--- src/rtl/l2_loop_ctrl_if.sv ---
// l2_loop_ctrl_if: TX/RX FIFO read ports plus the AHB-side TX read view.
// The master side is the loop controller; the slave side is the environment.
interface l2_loop_ctrl_if #(
    parameter int DW = 32
);
    logic          tx_fifo_empty;
    logic [DW-1:0] tx_fifo_dout;
    logic          tx_fifo_rd_en;
    logic          rx_fifo_empty;
    logic [DW-1:0] rx_fifo_dout;
    logic          rx_fifo_rd_en_dbg;
    logic          tx_fifo_empty_ahb;
    logic [DW-1:0] tx_fifo_dout_ahb;
    logic          tx_fifo_rd_en_ahb;

    modport master (
        input  tx_fifo_empty, tx_fifo_dout,
        output tx_fifo_rd_en,
        input  rx_fifo_empty, rx_fifo_dout,
        output rx_fifo_rd_en_dbg,
        output tx_fifo_empty_ahb, tx_fifo_dout_ahb,
        input  tx_fifo_rd_en_ahb
    );

    modport slave (
        output tx_fifo_empty, tx_fifo_dout,
        input  tx_fifo_rd_en,
        output rx_fifo_empty, rx_fifo_dout,
        input  rx_fifo_rd_en_dbg,
        input  tx_fifo_empty_ahb, tx_fifo_dout_ahb,
        output tx_fifo_rd_en_ahb
    );
endinterface

--- src/rtl/l2_loop_ctrl.sv ---
// l2_loop_ctrl: steers the AHB TX read view onto the RX FIFO in loop mode.
// Optional loop word counter is built only when L2_LOOP_CNT_EN is defined.
module l2_loop_ctrl #(
    parameter int DW        = 32,
    parameter int CNT_W     = 16,
    parameter int GUARD_CYC = 4
) (
    input  logic             HCLK,
    input  logic             HRESETn,
    input  logic             pin_l2_loop,
    l2_loop_ctrl_if.master   bus,
    output logic             loop_active,
    output logic             loop_busy,
    input  logic             loop_cnt_clr,
    output logic [CNT_W-1:0] loop_cnt
);
    typedef enum logic [1:0] {NORM, GUARD, LOOP} state_e;

    localparam logic [7:0] GCNT_INIT = 8'(GUARD_CYC);

    state_e        state_q, state_d;
    logic [1:0]    sync_q, sync_d;
    logic          tgt_q, tgt_d;
    logic [7:0]    gcnt_q, gcnt_d;
    logic [DW-1:0] hold_q, hold_d;
    logic          pin_s;
    logic          tx_rd, rx_rd;
    logic          empty_ahb;
    logic [DW-1:0] dout_ahb;

    assign sync_d = {sync_q[0], pin_l2_loop};
    assign pin_s  = sync_q[1];

    always_ff @(posedge HCLK or negedge HRESETn) begin
        if (!HRESETn) begin
            state_q <= NORM;
            sync_q  <= '0;
            tgt_q   <= 1'b0;
            gcnt_q  <= '0;
            hold_q  <= '0;
        end else begin
            state_q <= state_d;
            sync_q  <= sync_d;
            tgt_q   <= tgt_d;
            gcnt_q  <= gcnt_d;
            hold_q  <= hold_d;
        end
    end

    always_comb begin
        state_d = state_q;
        tgt_d   = tgt_q;
        gcnt_d  = gcnt_q;
        unique case (state_q)
            NORM: begin
                if (pin_s) begin
                    state_d = GUARD;
                    tgt_d   = 1'b1;
                    gcnt_d  = GCNT_INIT;
                end
            end
            LOOP: begin
                if (!pin_s) begin
                    state_d = GUARD;
                    tgt_d   = 1'b0;
                    gcnt_d  = GCNT_INIT;
                end
            end
            GUARD: begin
                // A pin that changes mid-guard restarts the full guard.
                if (pin_s != tgt_q) begin
                    tgt_d  = pin_s;
                    gcnt_d = GCNT_INIT;
                end else if (gcnt_q <= 8'd1) begin
                    state_d = tgt_q ? LOOP : NORM;
                    gcnt_d  = '0;
                end else begin
                    gcnt_d = gcnt_q - 8'd1;
                end
            end
            default: state_d = NORM;
        endcase
    end

    always_comb begin
        empty_ahb = bus.tx_fifo_empty;
        dout_ahb  = bus.tx_fifo_dout;
        tx_rd     = 1'b0;
        rx_rd     = 1'b0;
        hold_d    = hold_q;
        unique case (state_q)
            NORM: begin
                tx_rd  = bus.tx_fifo_rd_en_ahb & ~bus.tx_fifo_empty;
                hold_d = bus.tx_fifo_dout;
            end
            LOOP: begin
                empty_ahb = bus.rx_fifo_empty;
                dout_ahb  = bus.rx_fifo_dout;
                rx_rd     = bus.tx_fifo_rd_en_ahb & ~bus.rx_fifo_empty;
                hold_d    = bus.rx_fifo_dout;
            end
            GUARD: begin
                empty_ahb = 1'b1;
                dout_ahb  = hold_q;
            end
            default: ;
        endcase
    end

    // Reset gates the enables so nothing is popped while held in reset.
    assign bus.tx_fifo_rd_en     = tx_rd & HRESETn;
    assign bus.rx_fifo_rd_en_dbg = rx_rd & HRESETn;
    assign bus.tx_fifo_empty_ahb = empty_ahb;
    assign bus.tx_fifo_dout_ahb  = dout_ahb;

    assign loop_active = (state_q == LOOP);
    assign loop_busy   = (state_q == GUARD);

`ifdef L2_LOOP_CNT_EN
    logic [CNT_W-1:0] cnt_q, cnt_d;

    always_comb begin
        cnt_d = cnt_q;
        if (loop_cnt_clr) begin
            cnt_d = '0;
        end else if (rx_rd && (cnt_q != '1)) begin
            cnt_d = cnt_q + {{(CNT_W-1){1'b0}}, 1'b1};
        end
    end

    always_ff @(posedge HCLK or negedge HRESETn) begin
        if (!HRESETn) begin
            cnt_q <= '0;
        end else begin
            cnt_q <= cnt_d;
        end
    end

    assign loop_cnt = cnt_q;
`else
    logic unused_clr;

    assign unused_clr = loop_cnt_clr;
    assign loop_cnt   = '0;
`endif

endmodule
--- src/flat_wrapper.sv ---
// flat-port wrapper written by rule: the top's interface ports become plain ports
module l2_loop_ctrl_flat 
#(
    parameter int DW        = 32,
    parameter int CNT_W     = 16,
    parameter int GUARD_CYC = 4
)
  (HCLK, HRESETn, pin_l2_loop, loop_active, loop_busy, loop_cnt_clr, loop_cnt, bus_tx_fifo_empty, bus_tx_fifo_dout, bus_tx_fifo_rd_en, bus_rx_fifo_empty, bus_rx_fifo_dout, bus_rx_fifo_rd_en_dbg, bus_tx_fifo_empty_ahb, bus_tx_fifo_dout_ahb, bus_tx_fifo_rd_en_ahb);
  l2_loop_ctrl_if #(.DW(DW)) bus_i ();
  input  logic HCLK;
  input  logic HRESETn;
  input  logic pin_l2_loop;
  output logic loop_active;
  output logic loop_busy;
  input  logic loop_cnt_clr;
  output logic [CNT_W-1:0] loop_cnt;
  input wire logic [$bits(bus_i.tx_fifo_empty)-1:0] bus_tx_fifo_empty;
  input wire logic [$bits(bus_i.tx_fifo_dout)-1:0] bus_tx_fifo_dout;
  output wire logic [$bits(bus_i.tx_fifo_rd_en)-1:0] bus_tx_fifo_rd_en;
  input wire logic [$bits(bus_i.rx_fifo_empty)-1:0] bus_rx_fifo_empty;
  input wire logic [$bits(bus_i.rx_fifo_dout)-1:0] bus_rx_fifo_dout;
  output wire logic [$bits(bus_i.rx_fifo_rd_en_dbg)-1:0] bus_rx_fifo_rd_en_dbg;
  output wire logic [$bits(bus_i.tx_fifo_empty_ahb)-1:0] bus_tx_fifo_empty_ahb;
  output wire logic [$bits(bus_i.tx_fifo_dout_ahb)-1:0] bus_tx_fifo_dout_ahb;
  input wire logic [$bits(bus_i.tx_fifo_rd_en_ahb)-1:0] bus_tx_fifo_rd_en_ahb;
  assign bus_i.tx_fifo_empty = bus_tx_fifo_empty;
  assign bus_i.tx_fifo_dout = bus_tx_fifo_dout;
  assign bus_tx_fifo_rd_en = bus_i.tx_fifo_rd_en;
  assign bus_i.rx_fifo_empty = bus_rx_fifo_empty;
  assign bus_i.rx_fifo_dout = bus_rx_fifo_dout;
  assign bus_rx_fifo_rd_en_dbg = bus_i.rx_fifo_rd_en_dbg;
  assign bus_tx_fifo_empty_ahb = bus_i.tx_fifo_empty_ahb;
  assign bus_tx_fifo_dout_ahb = bus_i.tx_fifo_dout_ahb;
  assign bus_i.tx_fifo_rd_en_ahb = bus_tx_fifo_rd_en_ahb;
  l2_loop_ctrl #(.DW(DW), .CNT_W(CNT_W), .GUARD_CYC(GUARD_CYC)) u_core (.HCLK(HCLK), .HRESETn(HRESETn), .pin_l2_loop(pin_l2_loop), .bus(bus_i), .loop_active(loop_active), .loop_busy(loop_busy), .loop_cnt_clr(loop_cnt_clr), .loop_cnt(loop_cnt));
endmodule
--- config.mk ---
export PLATFORM = sky130hd
export DESIGN_NAME = l2_loop_ctrl_flat
export DESIGN_NICKNAME = d
export VERILOG_FILES = /design/src/rtl/l2_loop_ctrl_if.sv /design/src/rtl/l2_loop_ctrl.sv /design/src/flat_wrapper.sv
export SDC_FILE = /design/constraint.sdc
export NUM_CORES = 1
export LEC_CHECK = 0
export BUFFER_PORTS_ARGS = -buffer_cell sky130_fd_sc_hd__buf_2
export CAP_MARGIN = 30
export CORE_MARGIN = 2
export CORE_UTILIZATION = 52
export DETAILED_ROUTE_END_ITERATION = 6
export PLACE_DENSITY = 0.95
export SYNTH_ARGS = -nofsm -noshare
export SYNTH_HDL_FRONTEND = slang
export SYNTH_SLANG_ARGS = --single-unit
export TNS_END_PERCENT = 30
--- constraint.sdc ---
create_clock -name HCLK -period 4.68 [get_ports HCLK]
set_clock_uncertainty 0.05 [all_clocks]
set_input_delay 0.234 -clock HCLK [delete_from_list [all_inputs] [get_ports HCLK]]
set_output_delay 0.234 -clock HCLK [all_outputs]
set_load 0.005 [all_outputs]
[After elaboration in Yosys (flattened, before gate mapping)]
Cells that the tools add are included.
Storage, ports and cells
  register bits after elaboration: 45
  latch bits: 0
  memory bits (writable): 0
  bits in read-only memories: 0
  bits of input ports: 71
  memories: 0
Cells by class
  add/subtract/negate cells: 1
  multipliers: 0
  div/mod/pow operators: 0
  $lt $le $gt $ge: 1
  equal/unequal tests: 8
  shift operators: 0
  mux-type cells: 20
  bitwise logic cells: 6
  reduce and logical (&&, ||, !) cells: 6
Operators with widths (number)
  32-bit case mux with 2 select lines: 2
  8-bit 2-to-1 mux: 4
  8-bit case mux with 3 select lines: 1
  2-bit 2-to-1 mux: 5
  8-bit by 1-bit <= comparator with 1-bit output, second input constant: 1
  4-bit AND reduction: 2
  8-bit by 1-bit subtractor with 8-bit output, second input constant: 1
  2-bit by 1-bit inequality test with 1-bit output, second input constant: 3
  2-bit case mux with 3 select lines: 1
  1-bit 2-to-1 mux: 5
  1-bit AND: 4
  2-bit inequality test, second input constant: 2
  1-bit case mux with 3 select lines: 1
  3-bit AND reduction: 1
  3-bit nonzero test: 1
  2-bit by 1-bit equality test with 1-bit output, second input constant: 1
  2-bit equality test, second input constant: 1
  2-bit zero test: 1
  1-bit inverter: 2
  1-bit case mux with 2 select lines: 1
  2-bit nonzero test: 1
  1-bit inequality test: 1

[Depth between registers and ports, before layout]
Gate-level depths: netlist of run 1.
  word-level depth: 4
  mapped depth: 8
  gate-level depth less buffers: 6

[Worst setup path before layout of run 1]
No wires, ideal clock.
  kind: reg2reg
  start: register u_core.state_q[0]
  end: register u_core.gcnt_q[7]
  arrival: 2.073 ns
  path slack: 2.484 ns
  cell stages (with the launch flop): 9
  clock period less this slack: 2.196 ns
  path through: dfrtp_1 -> inv_1 -> ha_1 -> buf_6 -> mux2_4 -> or2_1 -> buf_6 -> or4b_4 -> a21oi_2
On the way
  cells in the longest elaborated chain, start to end: 3
Ends and longest elaborated chain
  start, declared: line l2_loop_ctrl.sv:21  | state_e state_q, state_d;
  start signal, assigned: line l2_loop_ctrl.sv:42  | state_q <= state_d;
  2-bit equality test (*)
  via loop_active: line flat_wrapper.sv:13  | output logic loop_active;
  2-bit inequality test (no source line) / 3-bit nonzero test (equally long branches)
  3-bit AND reduction (no source line)
  end signal, assigned: line l2_loop_ctrl.sv:45  | gcnt_q <= gcnt_d;
  end, declared: line l2_loop_ctrl.sv:24  | logic [7:0] gcnt_q, gcnt_d;
The timed path passes the listed nets; every way through them passes the cells marked *.
A chain may end at the register's enable or synchronous reset.

[Worst setup path in the final report of run 1]
  start: register u_core.state_q[1]
  end: output bus_tx_fifo_dout_ahb[15]
On the way
  cells in the longest elaborated chain, start to end: 2
Ends and longest elaborated chain
  2-bit by 1-bit equality test with 1-bit output / 2-bit equality test (equally long branches): line l2_loop_ctrl.sv:91  | unique case (state_q)
  32-bit case mux with 2 select lines (*): line l2_loop_ctrl.sv:91
  end, declared: line flat_wrapper.sv:24  | output wire logic [$bits(bus_i.tx_fifo_dout_ahb)-1:0] bus_tx_fifo_dout_ahb;
Every way passes the cells marked *; elsewhere a longest branch is shown, timed or not.

==> metrics, run 1 <==
Synth Area in Adders=2.528%; Compound-Gate Fraction of Synth Area=about 17%; Cell Rows=27; aggregate negative setup slack=0 ns; Post-synth ARST share=100.0%; final hold violations=0; most common cell after layout, fill and taps aside=sky130_fd_sc_hd__buf_2; capture point of the worst reg-to-reg path=u_core.gcnt_q[7]; sequential fraction of the synthesis area=between 30 and 40%; static power due to leakage=~1.7 nW; synthesized flop and latch total=45; clock tree root driver cell=sky130_fd_sc_hd__clkbuf_8; die outline height=~80 µm; via count of the first global-routing pass=between 2k and 3k; maximum frequency from static timing analysis=around 370 MHz; worst setup slack before clock tree synthesis=2.067 ns; area of the die=approximately 6300 µm²; max-cap viol count=0; CTS tree=built; Worst slew margin=43.28%; xor/xnor cell area share of the yosys netlist=~1.8%; number of cells traversed by the worst hold path=3; number of nets with antenna violations after detailed routing=0; fraction of the cycle the final worst path needs=between 50% and 60%; endpoint of the worst setup timing path=bus_tx_fifo_dout_ahb[15]; Max clock buf depth=2; most frequent cells in the layout=sky130_fd_sc_hd__buf_2 (106), sky130_fd_sc_hd__nand2_1 (68), sky130_fd_sc_hd__dfrtp_1 (45), sky130_fd_sc_hd__nor2_1 (39); total instance count after detailed placement=511; layout cells sized above 1=28.00%; Clock Pin Slew Worst Setup and Hold Paths=around 0.080 ns; slew at the pin with the worst max-slew slack=between 0.8 and 0.9 ns; status=finished, final reports clean; most frequently used flop master after synthesis=sky130_fd_sc_hd__dfrtp_1; depth of the most critical reg-to-reg path=7; number of distinct standard cells referenced by the synthesized netlist=between 40 and 50; ANT cells=0; final wirelength=6843 µm; EDFF count, synth=0; Worst Setup Slack, final=between 1.5 and 2 ns; slack of the worst reg-to-reg path=2.02 ns; Worst-Skew Late Latency=about 0.29 ns; Worst Setup End Kind=output port; Synth Area in Simple Gates=a little under 20%; top fanout value on the critical path=23; total clock buffers created by CTS=5; net count reported at finish=526; starting density of the core=53.92%; Arrival @ worst endpoint=roughly 2.4 ns; max-slew violations=0; synthesized instance count=360; multiplexer share of the synthesized area=11.67%; class of the tightest hold or removal check=in2reg; global-route wire length before repair=approximately 11000 µm; final setup fails=0; initial antenna violation count=0; DRT iter0 DRCs=about 200; total power per unit cell area=753.6 nW/µm²; number of remaining DRC errors=0; combinational family with the most area after synthesis=simple AND/OR/NAND/NOR gates; total of cells resized after clock tree synthesis=0; beginning of the critical path=u_core.state_q[1]; via count=~2.8k; unrepaired setup endpoints after global routing=false; total gr overflow=0; Peak supply drop=about 0.00052 V; Final Wtd Congestion=0.7776; minimum clock period after layout=between 2 and 3 ns; global router's overall resource usage=between 20 and 25%; Non-Filler Instances=between 500 and 600; H-tree levels=2; Post-DP HPWL=just under 5000 µm; Initial DRT Pass Iterations=4; Post-Syn Area=2969 µm²; average cell area after synthesis=just over 8 µm²; Port-buffer cells=106; number of sinks on the clock net=45; detailed-route vias per instance=5.456; core region area=~5500 µm²; warnings from Yosys=0; Worst Path Class, Setup=reg2out; width of the die=79.57 µm; routed wire length per instance=~13 µm; total power draw=between 0.002 and 0.003 W; total setup buffers inserted after CTS=0; critical path required time=roughly 4.4 ns; I/O pin count=124; Post-CTS Hold Fix Bufs=2; pin count of the biggest net entering global routing=67; final core utilization=approximately two thirds; kind of launch point of the worst setup path=flop; launch point of the worst reg-to-reg path=u_core.state_q[0]; synthesis-to-layout area growth=20.35%
## routing by layer
| layer | GRT usage, % | part of all wire, % | vias to the layer above |
|---|---|---|---|
| li1 | - | - | 1405 |
| met4 | 7.759 | 0.89 | 0 |
| met2 | 39.33 | 51 | 94 |
| met5 | 0 | 0 | - |
| met3 | 4.072 | 5.6 | 6 |
| met1 | 27.72 | 43 | 1343 |
## layout make-up
cell class                 count  area (µm²)
inverter                       6       22.52
timing repair buffer         113       625.6
tap                           72       90.09
fill                         463        1933
multi-input combinational    278        1629
sequential                    45        1126
clock buffer                   8       80.08
## how the worst min path moves through the flow
stage                         from                to  slack, ns
6_report       bus_rx_fifo_dout[7]  u_core.hold_q[7]       0.12
4_1_cts        bus_rx_fifo_dout[9]  u_core.hold_q[9]       0.11
3_5_place_dp           pin_l2_loop  u_core.sync_q[0]       0.29
2_1_floorplan              HRESETn  u_core.gcnt_q[0]      -0.11
3_3_place_gp      u_core.sync_q[0]  u_core.sync_q[1]       0.29
5_1_grt        bus_rx_fifo_dout[4]  u_core.hold_q[4]       0.12
## critical path, stage by stage, from the launching register on
cell and delay (ns):
sky130_fd_sc_hd__dfrtp_1 0.43, sky130_fd_sc_hd__inv_1 0.10, sky130_fd_sc_hd__ha_1 0.71, sky130_fd_sc_hd__buf_4 0.40, sky130_fd_sc_hd__nand2_1 0.09, sky130_fd_sc_hd__a31oi_1 0.23, sky130_fd_sc_hd__buf_2 0.15
## cell families after synthesis
group / Yosys count
AND/OR/NAND/NOR: 132
multiplexers: 34
flip-flops: 45
XOR/XNOR: 6
buffers and inverters: 52
other: 1
adder cells (fa/ha/maj): 6
AO/OA/AOI/OAI: 84
## synth_stat cells (2+ instances only)
cell type,number,area share (%)
sky130_fd_sc_hd__dfrtp_1,45,38
sky130_fd_sc_hd__o22ai_1,2,0.42
sky130_fd_sc_hd__buf_4,16,4.0
sky130_fd_sc_hd__inv_1,6,0.76
sky130_fd_sc_hd__buf_6,2,0.76
sky130_fd_sc_hd__a21oi_1,5,0.84
sky130_fd_sc_hd__nor3b_1,2,0.51
sky130_fd_sc_hd__nor3_1,3,0.51
sky130_fd_sc_hd__nand2_1,68,8.6
sky130_fd_sc_hd__nor4_1,4,0.84
sky130_fd_sc_hd__buf_2,4,0.67
sky130_fd_sc_hd__ha_1,6,2.5
sky130_fd_sc_hd__clkbuf_1,19,2.4
sky130_fd_sc_hd__o41ai_1,3,0.89
sky130_fd_sc_hd__o21ai_0,33,5.6
sky130_fd_sc_hd__mux2i_1,32,11
sky130_fd_sc_hd__nor2_1,39,4.9
sky130_fd_sc_hd__xnor2_1,5,1.5
sky130_fd_sc_hd__or3_1,3,0.63
sky130_fd_sc_hd__a31oi_1,33,7.0
sky130_fd_sc_hd__buf_1,5,0.63
## sequential cells by signal (all words and copies together), names as in the netlist
signal,cells
u_core.state_q,2
u_core.gcnt_q,8
u_core.tgt_q,1
u_core.hold_q,32
u_core.sync_q,2
## report_power, final
part	switching, W	leakage (nW)	internal [W]
logic	0.000949	1.15	0.000801
clock network	0.000123	0.0395	0.000106
registers	0.000133	0.542	0.000580
total	0.00121	1.73	0.00149
## per-stage QoR
step	hold slack, ns	area, µm²
after CTS	0.1114	3553
after global placement	0.2890	3413
final	0.1166	3573
after floorplan	-0.1116	3025
after global routing	0.1164	3573
after detailed placement	0.2940	3453
Power figures use the tool's default switching activity.
==> inputs of run 2 (changes only) <==
--- a/config.mk
+++ b/config.mk
@@ -8,9 +8,9 @@
 export BUFFER_PORTS_ARGS = -buffer_cell sky130_fd_sc_hd__buf_2
 export CAP_MARGIN = 30
 export CORE_MARGIN = 2
-export CORE_UTILIZATION = 52
+export CORE_UTILIZATION = 44
 export DETAILED_ROUTE_END_ITERATION = 6
-export PLACE_DENSITY = 0.95
+export PLACE_DENSITY = 0.87
 export SYNTH_ARGS = -nofsm -noshare
 export SYNTH_HDL_FRONTEND = slang
 export SYNTH_SLANG_ARGS = --single-unit
==> constraint.sdc (replaced) <==
create_clock -name HCLK -period 2.2 [get_ports HCLK]
set_clock_uncertainty 0.05 [all_clocks]
set_input_delay 0.11 -clock HCLK [delete_from_list [all_inputs] [get_ports HCLK]]
set_output_delay 0.11 -clock HCLK [all_outputs]
set_load 0.005 [all_outputs]
==> run 2 against run 1 <==
Setup slack got worse by 1.9 ns. Utilization fell by 4.6 points. Sequential power rose by 110%. Count of clock-buffer cells in the layout fell by 3. Power rose by 120%. Via count rose by 7.7%.
==> metrics, run 2 (same netlist as run 1, synthesis figures left out) <==
power spent charging and discharging nets=0.002705 W; Filler Cell Count=544; Clock Pin Slew Worst Setup and Hold Paths=approximately 0.090 ns; critical path cell sequence=inv_1, ha_2, mux2_4, or2_1, or4b_4, a21oi_2; Max clock buf depth=2; Arrival @ worst endpoint=approximately 2.3 ns; final setup fails=0; Post-DP HPWL=roughly 5300 µm; Worst-Skew Late Latency=~0.3 ns; most common cell after layout, fill and taps aside=sky130_fd_sc_hd__buf_2; combinational share of power=around two thirds; Initial DRT Pass Iterations=4; via count=between 3k and 4k; internal power summed over all cells=~0.0033 W; layout cells sized above 1=between 20% and 30%; cell type of the slowest stage on the worst timing path=sky130_fd_sc_hd__or4b_4; slack of the worst reg-to-reg path=around 0.085 ns; via count of the first global-routing pass=around 3.1k; multi-input gate area in the final layout=approximately 1600 µm²; DRT iter0 DRCs=around 190; Worst Setup Slack, final=0.08503 ns; Peak supply drop=0.001101 V; global router's overall resource usage=21.93%; part of the total power dissipated in the clock network=roughly 8.4%; Worst Setup End Kind=flop; global-route wire length before repair=between 10000 and 15000 µm; clock tree root driver cell=sky130_fd_sc_hd__clkbuf_8; static power due to leakage=roughly 1.9 nW; number of remaining DRC errors=0; Port-buffer cells=106; initial antenna violation count=0; core region area=~6400 µm²; width of the die=between 80 and 90 µm; CP top delay family=simple AND/OR/NAND/NOR gates; top fanout value on the critical path=6; delay of the slowest critical-path stage=roughly 0.53 ns; Worst Path Class, Setup=reg2reg; H-tree levels=2; area of the die=7421 µm²; max-slew violations=0; Placed Area=between 3000 and 4000 µm²; fraction of the cycle the final worst path needs=between 90% and 100%; maximum frequency from static timing analysis=between 400 and 500 MHz; registers with the most flip-flops=u_core.hold_q: 32 flops, u_core.gcnt_q: 8 flops; Worst slew margin=62.24%; largest register by flop count=u_core.hold_q; portion of total power attributed to sequential cells=roughly a quarter; class of the tightest hold or removal check=in2reg; number of sinks on the clock net=45; switching share of power=between 40% and 50%; die outline height=approximately 86 µm; footprint of the flip-flops and latches=1126 µm²; slew at the pin with the worst max-slew slack=0.5664 ns; pin count of the biggest net entering global routing=between 70 and 80; CTS tree=built; count of buffering cells on the critical path with inverters included=1; max FFs per register=32; total gr overflow=0; net count reported at finish=between 500 and 600; synthesis-to-layout area growth=30.34%; kind of launch point of the worst setup path=flop; detailed-route vias per instance=~5.5; final hold violations=0; most frequent cells in the layout=sky130_fd_sc_hd__buf_2 (106), sky130_fd_sc_hd__nand2_1 (68), sky130_fd_sc_hd__dfrtp_1 (45), sky130_fd_sc_hd__nor2_1 (39), sky130_fd_sc_hd__o21ai_0 (33); total power per unit cell area=about 1600 nW/µm²; ANT cells=0; max-cap viol count=0; starting density of the core=46.23%; total power draw=roughly 0.006 W; Final Wtd Congestion=just over 0.8; Cell Rows=29; aggregate negative setup slack=0 ns; status=finished, final reports clean; total clock buffers created by CTS=5; number of nets with antenna violations after detailed routing=0; worst setup slack before clock tree synthesis=0.1374 ns; routed wire length per instance=approximately 14 µm; final instance area=3870 µm²; minimum clock period after layout=2.115 ns; I/O pin count=~120; unrepaired setup endpoints after global routing=true; final wirelength=about 8000 µm; critical path required time=2.38 ns
## run 2: power groups by stage
stage / clock network [W] / registers, W / logic (W)
floorplan: 0 / 0.00143 / 0.00264
global route: 0.000557 / 0.00156 / 0.00442
detailed placement: 0 / 0.00151 / 0.00387
finish: 0.000502 / 0.00151 / 0.00399
global placement: 0 / 0.00148 / 0.00373
CTS: 0.000525 / 0.00150 / 0.00392
## run 2: area by class of cell
cell class / instances / area share (%)
Multi-Input combinational cell: 278 / 42.58
Sequential cell: 45 / 29.10
Timing Repair Buffer: 141 / 23.02
Tap cell: 77 / 2.489
Clock buffer: 5 / 1.778
Inverter: 6 / 0.5820
Clock inverter: 3 / 0.4526
## run 2: final timing paths
path,from,cells past startpoint,end
min reg2reg,u_core.sync_q[0],0,u_core.sync_q[1]
max,u_core.state_q[0],6,u_core.gcnt_q[7]
min in group asynchronous,HRESETn,3,u_core.hold_q[11]
max in group asynchronous,HRESETn,3,u_core.gcnt_q[4]
min,bus_rx_fifo_dout[12],3,u_core.hold_q[12]
max reg2reg,u_core.state_q[0],6,u_core.gcnt_q[7]
## run 2: repair_timing
item,CTS,global route
buffers inserted,0,0
endpoints found under the setup margin,26,33
gates resized for setup,2,5
pin swaps,0,0
endpoints found under the hold margin,68,0
hold buffers,24,0
## run 2: routing by layer
metal  GRT usage [%]  vias up  wire length [µm]
met1           26.17     1469              3370
li1                -     1457                 -
met5               0        -                 0
met3           3.176       12               393
met2           39.39      129              4114
met4           8.802        0               106
## run 2: metrics by stage
step	hold WS, ns	cells	utilization, %
floorplan	-0.2356	375	-
global placement	0.1727	523	54.69
detailed placement	0.1771	523	54.69
CTS	0.001084	555	59.87
global route	0.003503	555	60.26
finish	0.004732	555	60.26
## run 2: tightest hold or removal path: cells and delay by family
kind,cells,cell delay [ns]
AOI/OAI and AO/OA,1,0.07
and+or+nand+nor,1,0.06
buffers and inverters,1,0.08
